## src/rtl/fifo_pkg.sv

```systemverilog
// Shared FIFO constants and Gray-code helpers used by both clock domains.
package fifo_pkg;

  localparam int unsigned DefaultDsize = 8;
  localparam int unsigned DefaultAsize = 4;

  // Helpers work on 32 bits; callers cast to the pointer width (ASIZE+1 <= 32).
  function automatic logic [31:0] bin2gray(input logic [31:0] b);
    return b ^ (b >> 1);
  endfunction

  function automatic logic [31:0] gray2bin(input logic [31:0] g);
    logic [31:0] b;
    b[31] = g[31];
    for (int i = 30; i >= 0; i--) begin
      b[i] = b[i+1] ^ g[i];
    end
    return b;
  endfunction

endpackage

```

## src/rtl/fifo_rd_domain_if.sv

```systemverilog
// Read-side bundle: consumer handshake, array read port and cross-domain pointers.
interface fifo_rd_domain_if
  import fifo_pkg::*;
#(
  parameter int unsigned DSIZE = DefaultDsize,
  parameter int unsigned ASIZE = DefaultAsize
);

  logic             rinc;
  logic [ASIZE:0]   wptr;
  logic [DSIZE-1:0] mem_q;
  logic [ASIZE-1:0] raddr;
  logic [ASIZE:0]   rptr;
  logic             rempty;
  logic [DSIZE-1:0] rdata;

  // Environment side: consumer, write domain and storage array.
  modport master (
    output rinc, wptr, mem_q,
    input  raddr, rptr, rempty, rdata
  );

  // Read-domain logic side.
  modport slave (
    input  rinc, wptr, mem_q,
    output raddr, rptr, rempty, rdata
  );

endinterface

```

## src/rtl/ptr_sync2.sv

```systemverilog
// Two-flop synchronizer for a Gray-coded pointer crossing into the local clock.
module ptr_sync2 #(
  parameter int unsigned Width = 5
) (
  input  logic             clk_i,
  input  logic             rst_ni,
  input  logic [Width-1:0] d_i,
  output logic [Width-1:0] q_o
);

  logic [Width-1:0] q1_q;
  logic [Width-1:0] q2_q;

  // Plain flop chain; no logic between stages so each bit resolves independently.
  always_ff @(posedge clk_i or negedge rst_ni) begin
    if (!rst_ni) begin
      q1_q <= '0;
      q2_q <= '0;
    end else begin
      q1_q <= d_i;
      q2_q <= q1_q;
    end
  end

  assign q_o = q2_q;

endmodule

```

## src/rtl/fifo_rd_domain.sv

```systemverilog
// Read-clock half of the async FIFO: wptr sync, read pointers, empty flag, read data.
module fifo_rd_domain
  import fifo_pkg::*;
#(
  parameter int unsigned DSIZE = DefaultDsize,
  parameter int unsigned ASIZE = DefaultAsize
) (
  input  logic           rclk,
  input  logic           rrst_n,
  fifo_rd_domain_if.slave bus
);

  logic [ASIZE:0]   rq2_wptr;
  logic [ASIZE:0]   rbin_q;
  logic [ASIZE:0]   rbin_d;
  logic [ASIZE:0]   rgray_d;
  logic [ASIZE:0]   rptr_q;
  logic             rempty_q;
  logic [DSIZE-1:0] rdata_q;
  logic             rd_en;

  ptr_sync2 #(
    .Width (ASIZE + 1)
  ) u_wptr_sync (
    .clk_i  (rclk),
    .rst_ni (rrst_n),
    .d_i    (bus.wptr),
    .q_o    (rq2_wptr)
  );

  // Next read pointer; a request while empty is dropped here.
  always_comb begin
    rd_en   = bus.rinc & ~rempty_q;
    rbin_d  = rbin_q + (ASIZE + 1)'(rd_en);
    rgray_d = (ASIZE + 1)'(bin2gray(32'(rbin_d)));
  end

  // Pointer and empty registers; empty uses the next pointer so the last read sets it.
  always_ff @(posedge rclk or negedge rrst_n) begin
    if (!rrst_n) begin
      rbin_q   <= '0;
      rptr_q   <= '0;
      rempty_q <= 1'b1;
    end else begin
      rbin_q   <= rbin_d;
      rptr_q   <= rgray_d;
      rempty_q <= (rgray_d == rq2_wptr);
    end
  end

  // Capture the word at the pre-increment address on an accepted read.
  always_ff @(posedge rclk or negedge rrst_n) begin
    if (!rrst_n) begin
      rdata_q <= '0;
    end else if (rd_en) begin
      rdata_q <= bus.mem_q;
    end
  end

  assign bus.raddr  = rbin_q[ASIZE-1:0];
  assign bus.rptr   = rptr_q;
  assign bus.rempty = rempty_q;
  assign bus.rdata  = rdata_q;

endmodule

```

## src/flat_wrapper.sv

```systemverilog
// flat-port wrapper written by rule: the top's interface ports become plain ports
module fifo_rd_domain_flat import fifo_pkg::*;
#(
  parameter int unsigned DSIZE = DefaultDsize,
  parameter int unsigned ASIZE = DefaultAsize
)
  (rclk, rrst_n, bus_rinc, bus_wptr, bus_mem_q, bus_raddr, bus_rptr, bus_rempty, bus_rdata);
  fifo_rd_domain_if #(.DSIZE(DSIZE), .ASIZE(ASIZE)) bus_i ();
  input  logic rclk;
  input  logic rrst_n;
  input wire logic [$bits(bus_i.rinc)-1:0] bus_rinc;
  input wire logic [$bits(bus_i.wptr)-1:0] bus_wptr;
  input wire logic [$bits(bus_i.mem_q)-1:0] bus_mem_q;
  output wire logic [$bits(bus_i.raddr)-1:0] bus_raddr;
  output wire logic [$bits(bus_i.rptr)-1:0] bus_rptr;
  output wire logic [$bits(bus_i.rempty)-1:0] bus_rempty;
  output wire logic [$bits(bus_i.rdata)-1:0] bus_rdata;
  assign bus_i.rinc = bus_rinc;
  assign bus_i.wptr = bus_wptr;
  assign bus_i.mem_q = bus_mem_q;
  assign bus_raddr = bus_i.raddr;
  assign bus_rptr = bus_i.rptr;
  assign bus_rempty = bus_i.rempty;
  assign bus_rdata = bus_i.rdata;
  fifo_rd_domain #(.DSIZE(DSIZE), .ASIZE(ASIZE)) u_core (.rclk(rclk), .rrst_n(rrst_n), .bus(bus_i));
endmodule
```

## config.mk

```make
export PLATFORM = sky130hd
export DESIGN_NAME = fifo_rd_domain_flat
export DESIGN_NICKNAME = d
export VERILOG_FILES = /design/src/rtl/fifo_pkg.sv /design/src/rtl/fifo_rd_domain_if.sv /design/src/rtl/ptr_sync2.sv /design/src/rtl/fifo_rd_domain.sv /design/src/flat_wrapper.sv
export SDC_FILE = /design/constraint.sdc
export NUM_CORES = 1
export LEC_CHECK = 0
export ABC_AREA = 1
export CAP_MARGIN = 20
export CORE_MARGIN = 5
export CORE_UTILIZATION = 49
export DETAILED_ROUTE_END_ITERATION = 6
export PLACE_DENSITY_LB_ADDON = 0.15
export RECOVER_POWER = 100
export SYNTH_ARGS = -nofsm -noshare
export SYNTH_HDL_FRONTEND = slang
export SYNTH_SLANG_ARGS = --single-unit
```

## constraint.sdc

```tcl
create_clock -name rclk -period 4.4 [get_ports rclk]
set_clock_uncertainty 0.1 [all_clocks]
set_input_delay 1.1 -clock rclk [delete_from_list [all_inputs] [get_ports rclk]]
set_output_delay 1.1 -clock rclk [all_outputs]
set_load 0.05 [all_outputs]
```

* Word-level counts from Yosys, hierarchy flattened *
Cells that the tools add are included.

word-level totals
  logic and storage cells = 11
  flip-flop bits (word level) = 29
  bits of input ports = 16
  output and inout port bits = 18

operators by class
  add/sub/neg operators = 1
  equal/unequal tests = 1
  bitwise gates (word level) = 3

operator list
  cell           count
  $add A5 B1 Y5  1
  $eq A5 B5 Y1   1
  $xor A5 B4 Y5  1
  $and A1 B1 Y1  1
  $not A1 Y1     1

* Longest topological paths before layout *
Gate-level depths: netlist of the first run.

  depth in word-level cells = 5
  mapped depth = 13
  mapped depth without buffers = 13

* By module *
Synthesis of the first run repeated with hierarchy kept, for this count alone.

unflattened totals
  cell total of the unflattened synthesis = 121
  area total of the unflattened synthesis = 1,124.8 sq um

modules (own cells, without submodules)
  module          seq. area each (sq um)  times used  cells an instance  area an instance (sq um)
  fifo_rd_domain  451.7                   1           111                874.6
  ptr_sync2       250.2                   1           10                 250.2

* Least setup slack after synthesis of the first run *
Ideal clock, no wire load.

  path kind = in2reg
  from = input port bus_rinc
  to = register u_core.rempty_q, in the netlist u_core.bus.rempty
  path slack = 1,759 ps
  data required time = 4,233 ps
  stages on the path = 13
  library setup time = 67 ps
  buffers on the path = 0
  arrival = 2,474 ps
  cells stage by stage = inv_1 > nor2_2 > ha_1 > ha_1 > inv_1 > nand2_1 > nand2_1 > nand2_1 > nand2_1 > nand3_1 > nor2_1 > nand2_1 > nor2_1

between the ends
  cells in the longest elaborated chain, start to end = 4

RTL lines
  element                RTL line              source
  from (decl)            flat_wrapper.sv:11    input wire logic [$bits(bus_i.rinc)-1:0] bus_rinc;
  $and A1 B1 Y1          fifo_rd_domain.sv:33  rd_en = bus.rinc & ~rempty_q;
  $add A5 B1 Y5          fifo_rd_domain.sv:34  rbin_d = rbin_q + (ASIZE + 1)'(rd_en);
  net u_core.rbin_d[1]   fifo_rd_domain.sv:15  logic [ASIZE:0] rbin_d;
  $xor A5 B4 Y5          fifo_pkg.sv:9         return b ^ (b >> 1);
  net u_core.rgray_d[0]  fifo_rd_domain.sv:16  logic [ASIZE:0] rgray_d;
  $eq A5 B5 Y1           fifo_rd_domain.sv:47  rempty_q <= (rgray_d == rq2_wptr);
  to (signal assigned)   fifo_rd_domain.sv:47
  to (decl)              fifo_rd_domain.sv:18  logic rempty_q;

The timed path passes the listed nets, and every way through them passes these cells.
A chain may end at the register's enable or synchronous reset.

* Worst setup path after layout of the first run *
Ends and elaborated chain as after synthesis.

==> results of run 1 <==
cell type report:
type	count	area, sq um
Clock inverter	1	30.0
Clock buffer	3	22.5
Timing Repair Buffer	34	334
Multi-Input combinational cell	81	355
Fill cell	189	692
Inverter	11	41.3
Tap cell	28	35.0
Sequential cell	28	702
worst min path at each step:
stage	end	slack [ns]
after floorplan	u_core.u_wptr_sync.q_o[0]$_DFF_PN0_	0.23
after global placement	u_core.u_wptr_sync.q_o[4]$_DFF_PN0_	0.23
after detailed placement	u_core.u_wptr_sync.q_o[0]$_DFF_PN0_	0.23
after CTS	u_core.u_wptr_sync.q_o[0]$_DFF_PN0_	0.27
after global routing	u_core.u_wptr_sync.q_o[0]$_DFF_PN0_	0.28
final	u_core.u_wptr_sync.q_o[0]$_DFF_PN0_	0.27
cell families (layout without fill, tap and decap cells):
family	count (synthesis)	count (layout)	synth area share (%)
AND/OR/NAND/NOR	79	79	30.9
flip-flops	28	28	62.3
buffers and inverters	12	49	4.66
adder cells (fa/ha/maj)	2	2	2.22
state kept, by name, indices dropped and copies added (netlist names):
name,flops
u_core.bus.rdata,8
u_core.rbin_q,5
u_core.u_wptr_sync.q1_q,5
u_core.u_wptr_sync.q_o,5
u_core.bus.rptr,4
u_core.bus.rempty,1
routing by layer:
layer / up-vias / routed length (um) / global-route usage (%)
li1: 448 / - / -
met1: 422 / 907 / 17.7
met2: 27 / 1200 / 28.2
met3: 2 / 115 / 2.45
met4: 0 / 12 / 5.30
met5: - / 0 / 0
through the flow:
step | hold WS [ns] | worst slack [ns]
6_report | 0.267 | 1.11
4_1_cts | 0.269 | 1.34
2_1_floorplan | 0.231 | 1.76
5_1_grt | 0.282 | 0.880
3_5_place_dp | 0.235 | 1.02
3_3_place_gp | 0.231 | 1.11
critical path: stages:
cell	delay, ns
dlygate4sd3_1	0.52
inv_1	0.04
nor2_1	0.47
ha_1	0.34
ha_1	0.30
inv_1	0.11
nand2_1	0.07
nand2_1	0.08
nand2_1	0.06
nand2_1	0.07
nand3_1	0.08
nor2_1	0.09
nand2_1	0.06
nor2_1	0.08
cells in the mapped netlist:
| library cell | count |
|---|---|
| nand2_1 | 57 |
| dfrtp_1 | 27 |
| inv_1 | 10 |
| nand3_1 | 7 |
| nand2_2 | 4 |
| nand4_1 | 4 |
| ha_1 | 2 |
| nand3_2 | 2 |
| nand3b_1 | 2 |
| nor2_1 | 2 |
| buf_6 | 1 |
| dfstp_2 | 1 |
| inv_2 | 1 |
| nor2_2 | 1 |
where the power goes:
| part | leakage (uW) | switching [uW] | total (uW) | internal [uW] |
|---|---|---|---|---|
| Clock | 0.0000279 | 74.7 | 167 | 92.1 |
| Combinational | 0.000426 | 407 | 575 | 169 |
| Sequential | 0.000333 | 48.3 | 371 | 323 |
| Total | 0.000787 | 530 | 1110 | 583 |
==> reports/results.ini, run 1 <==
[yosys]
synth_cell_types = 14
netlist.area_leader.share_pct = 59.9
syn_nets = 139
synthTopCellsByArea = dfrtp_1, nand2_1, inv_1
ys_ff_latch = 28
syn_area_per_cell_sq_um = 9.32
yosysWarningCount = 0
netlist_area_sq_um = 1130
synth_top_area_cell = dfrtp_1
yosysSeqAreaShare_pct = 62.3
synth_cells = 121

[placed_design]
gp_congestion = 0.871
dp.cells = 182
place_area_sq_um = 1490
port_buffers = 33
place_hpwl_mm = 1.73

[die]
dieWidth_um = 58.0
chipHeight_um = 58.0
start_util_pct = 51.0
num_rows = 17
core_sq_um = 2210
die-area_sq_um = 3360
ioPinCount = 34

[grt]
gr-total-overflow = 0
grt_max_degree = 29
grt.total_usage_pct = 15.3
antenna_found_initial = 0
grt_first_pass_wirelength_mm = 4.05
grt_pass1_vias = 973

[finish]
antenna_cells = 0
instances_no_fill = 186
final_core_util_pct = 68.7
area_growth_pct = 34.9
drive_gt1_share_pct = 5.06
layout.nets = 177
post-route-cell-area_sq_um = 1520
final_common_cell = nand2_1
final_cell_mix = nand2_1, dfrtp_1, dlygate4sd3_1

[timing]
fmax_ghz = 0.304
drv_slew = 0
worst_slew_pin_slew_ns = 1.49
rsz0062_at_grt = false
fin_crit_ns = 3.29
relSlewSlack_pct = 0.946
final.setup.tns_ns = 0
finalSetupViolCount = 0
hold_viol = 0
finalCritPeriodShare_pct = 74.8

[drt]
drc = 0
vias_per_cell = 4.83
wirelength_mm = 2.24
ant_nets = 0
num_vias = 899
wire_per_inst_um = 12.0
drt_iter0_markers = 10
firstDrtPassIters = 4

[run]
maxCapViolations = 0

[min_path]
holdPathStages = 0
min-delay-start = u_core.u_wptr_sync.q1_q[0]$_DFF_PN0_
hold_class = flop to flop

[outcome]
status = finished clean

[clocking]
path_clk_slew_ns = 0.15
htreeDepth = 1
cts_tree = built
ctsHoldBuffers = 0
cts.repair_timing.setup_buffer_count = 0
post_cts_resized = 0
numCtsBuffers = 3
cts.path.max_buffers = 2
clock_sinks = 28
root_buffer = clkbuf_4
clk-insertion-delay-late_ns = 0.32

[critical_path]
worstRegToRegCells = 12
critPathLaunch = bus_rinc
crit_required_ns = 4.57
worstPathMaxFanout = 10
reg2reg_slack_ns = 2.02
arrival_ns = 3.46
start_kind = input pin
reg2reg_from = u_core.bus.rempty$_DFF_PN1_
endpoint = u_core.bus.rempty$_DFF_PN1_
end_kind = flop
reg2reg_to = u_core.bus.rempty$_DFF_PN1_
worst-setup-path-type = input pin to flop

[power_and_ir_drop]
peakVddDrop_mv = 0.414
leakage_uw = 0.000787
power_uw = 1110
p_per_area_nw_per_um2 = 732

Power figures use the tool's default switching activity.
==> run 2, diff against run 1 <==
- CORE_UTILIZATION: 49 -> 41
- clock period: 4.4 -> 2.9 ns (I/O delays scaled with it)
==> reports/results.ini, run 2 (synthesis results as in run 1) <==
[timing]
worst_slew_pin_slew_ns = 1.45
fin_ws_ns = 0.282
hold_viol = 0
fmax_ghz = 0.382
finalSetupViolCount = 0
final.setup.tns_ns = 0
fin_crit_ns = 2.62
rsz0062_at_grt = false
drv_slew = 0
relSlewSlack_pct = 3.01
finalCritPeriodShare_pct = 90.3

[drt]
wire_per_inst_um = 11.5
firstDrtPassIters = 4
ant_nets = 0
num_vias = 893
drc = 0
drt_iter0_markers = 31
wirelength_mm = 2.18
vias_per_cell = 4.70

[placed_design]
port_buffers = 33
gp_congestion = 0.856
place_hpwl_mm = 1.71
place_ws_ns = 0.181

[die]
core_sq_um = 2690
num_rows = 19
ioPinCount = 34
dieWidth_um = 62.4
start_util_pct = 42.0
chipHeight_um = 62.4
die-area_sq_um = 3900

[min_path]
hold_class = flop to flop
min_to = u_core.u_wptr_sync.q_o[4]$_DFF_PN0_
holdPathStages = 0
min-delay-start = u_core.u_wptr_sync.q1_q[4]$_DFF_PN0_

[finish]
antenna_cells = 0
area_growth_pct = 33.4
drive_gt1_share_pct = 4.40
final_cell_mix = nand2_1, dfrtp_1, dlygate4sd3_1
final_core_util_pct = 56.0
largest_register_ffs = 8
layout.nets = 178
final_common_cell = nand2_1

[power_and_ir_drop]
power.internal_uw = 798
leakage_uw = 0.000776
power_uw = 1580
p_clk_share_pct = 10.0
peakVddDrop_mv = 0.691
switching_share_pct = 49.6
seqPwrFrac_pct = 35.6
pwr-share-comb_pct = 54.4
p_switching_uw = 786
p_per_area_nw_per_um2 = 1050

[critical_path]
worstPathMaxFanout = 10
crit_buf_inv = 1
start_kind = flop
reg2reg_to = u_core.bus.rempty$_DFF_PN1_
crit_required_ns = 2.08
reg2reg_slack_ns = 0.87
cp_slowest_stage_delay_ns = 0.92
worstRegToRegCells = 12
arrival_ns = 1.79
reg2reg_from = u_core.bus.rempty$_DFF_PN1_
slowest_stage = dlygate4sd3_1
end_kind = output port
critPathTopFamily = buffers and inverters
crit_chain = dlygate4sd3_1
worst-setup-path-type = flop to output port

[clocking]
post_cts_resized = 0
numCtsBuffers = 3
clock_sinks = 28
cts_tree = built
cts.repair_timing.setup_buffer_count = 0
clk-insertion-delay-late_ns = 0.31
htreeDepth = 1
path_clk_slew_ns = 0.14
cts.path.max_buffers = 2
root_buffer = clkbuf_4
ctsHoldBuffers = 0

[grt]
grt_pass1_vias = 1017
gr-total-overflow = 0
antenna_found_initial = 0
grt_max_degree = 29
grt_first_pass_wirelength_mm = 4.05
grt.total_usage_pct = 12.7

[run]
maxCapViolations = 0

[outcome]
status = finished clean

==> run 2: changes by cell type in the layout (fill, tap and decap cells not counted) <==
cell,before,now
nand3_2,0,1
nand2_1,59,60
clkbuf_1,1,3
nand2_2,2,1
bufinv_16,1,0
nand3_1,9,8
==> run 2: per-layer routing <==
layer  wire (um)  vias up  track usage [%]  part of all wire (%)
met5           0        -                0                     0
met4          11        0             4.24                  0.51
met3         132        2             4.32                   6.1
met2        1110       22             22.7                    51
met1         921      418             13.8                    42
li1            -      451                -                     -
==> run 2: worst max path at each step <==
| stage | startpoint | end | slack [ns] | depth (start not counted) |
|---|---|---|---|---|
| 2_1_floorplan | bus_rinc | u_core.bus.rempty$_DFF_PN1_ | 0.63 | 13 |
| 3_3_place_gp | bus_rinc | u_core.bus.rempty$_DFF_PN1_ | 0.23 | 14 |
| 3_5_place_dp | bus_rinc | u_core.bus.rempty$_DFF_PN1_ | 0.18 | 13 |
| 4_1_cts | u_core.rbin_q[2]$_DFF_PN0_ | bus_raddr[2] | 0.29 | 1 |
| 5_1_grt | u_core.rbin_q[2]$_DFF_PN0_ | bus_raddr[2] | 0.19 | 1 |
| 6_report | u_core.rbin_q[2]$_DFF_PN0_ | bus_raddr[2] | 0.28 | 1 |
==> run 2: metrics by stage <==
stage | hold slack (ns) | instances | cell area (sq um)
after floorplan | 0.231 | 121 | 1130
after global placement | 0.233 | 186 | 1500
after detailed placement | 0.236 | 186 | 1500
after CTS | 0.269 | 190 | 1530
after global routing | 0.285 | 190 | 1500
final | 0.264 | 190 | 1500
==> run 2: power by group through the flow <==
| stage | logic [uW] | registers (uW) | clock network [uW] |
|---|---|---|---|
| final | 861 | 564 | 159 |
| after floorplan | 343 | 870 | 0 |
| after global routing | 951 | 583 | 187 |
| after global placement | 910 | 578 | 0 |
| after CTS | 921 | 573 | 171 |
| after detailed placement | 919 | 580 | 0 |
==> run 2: cell type report <==
| type | count | area, sq um |
|---|---|---|
| sequential | 28 | 702 |
| multi-input combinational | 81 | 358 |
| clock buffer | 4 | 26.3 |
| tap | 31 | 38.8 |
| timing repair buffer | 35 | 338 |
| inverter | 11 | 41.3 |
| fill | 251 | 1180 |
==> run 3, diff against run 2 <==
- SKIP_LAST_GASP: default -> 1
==> results of run 3 <==
The final DEF is identical to that of run 2; final timing and power are the same.
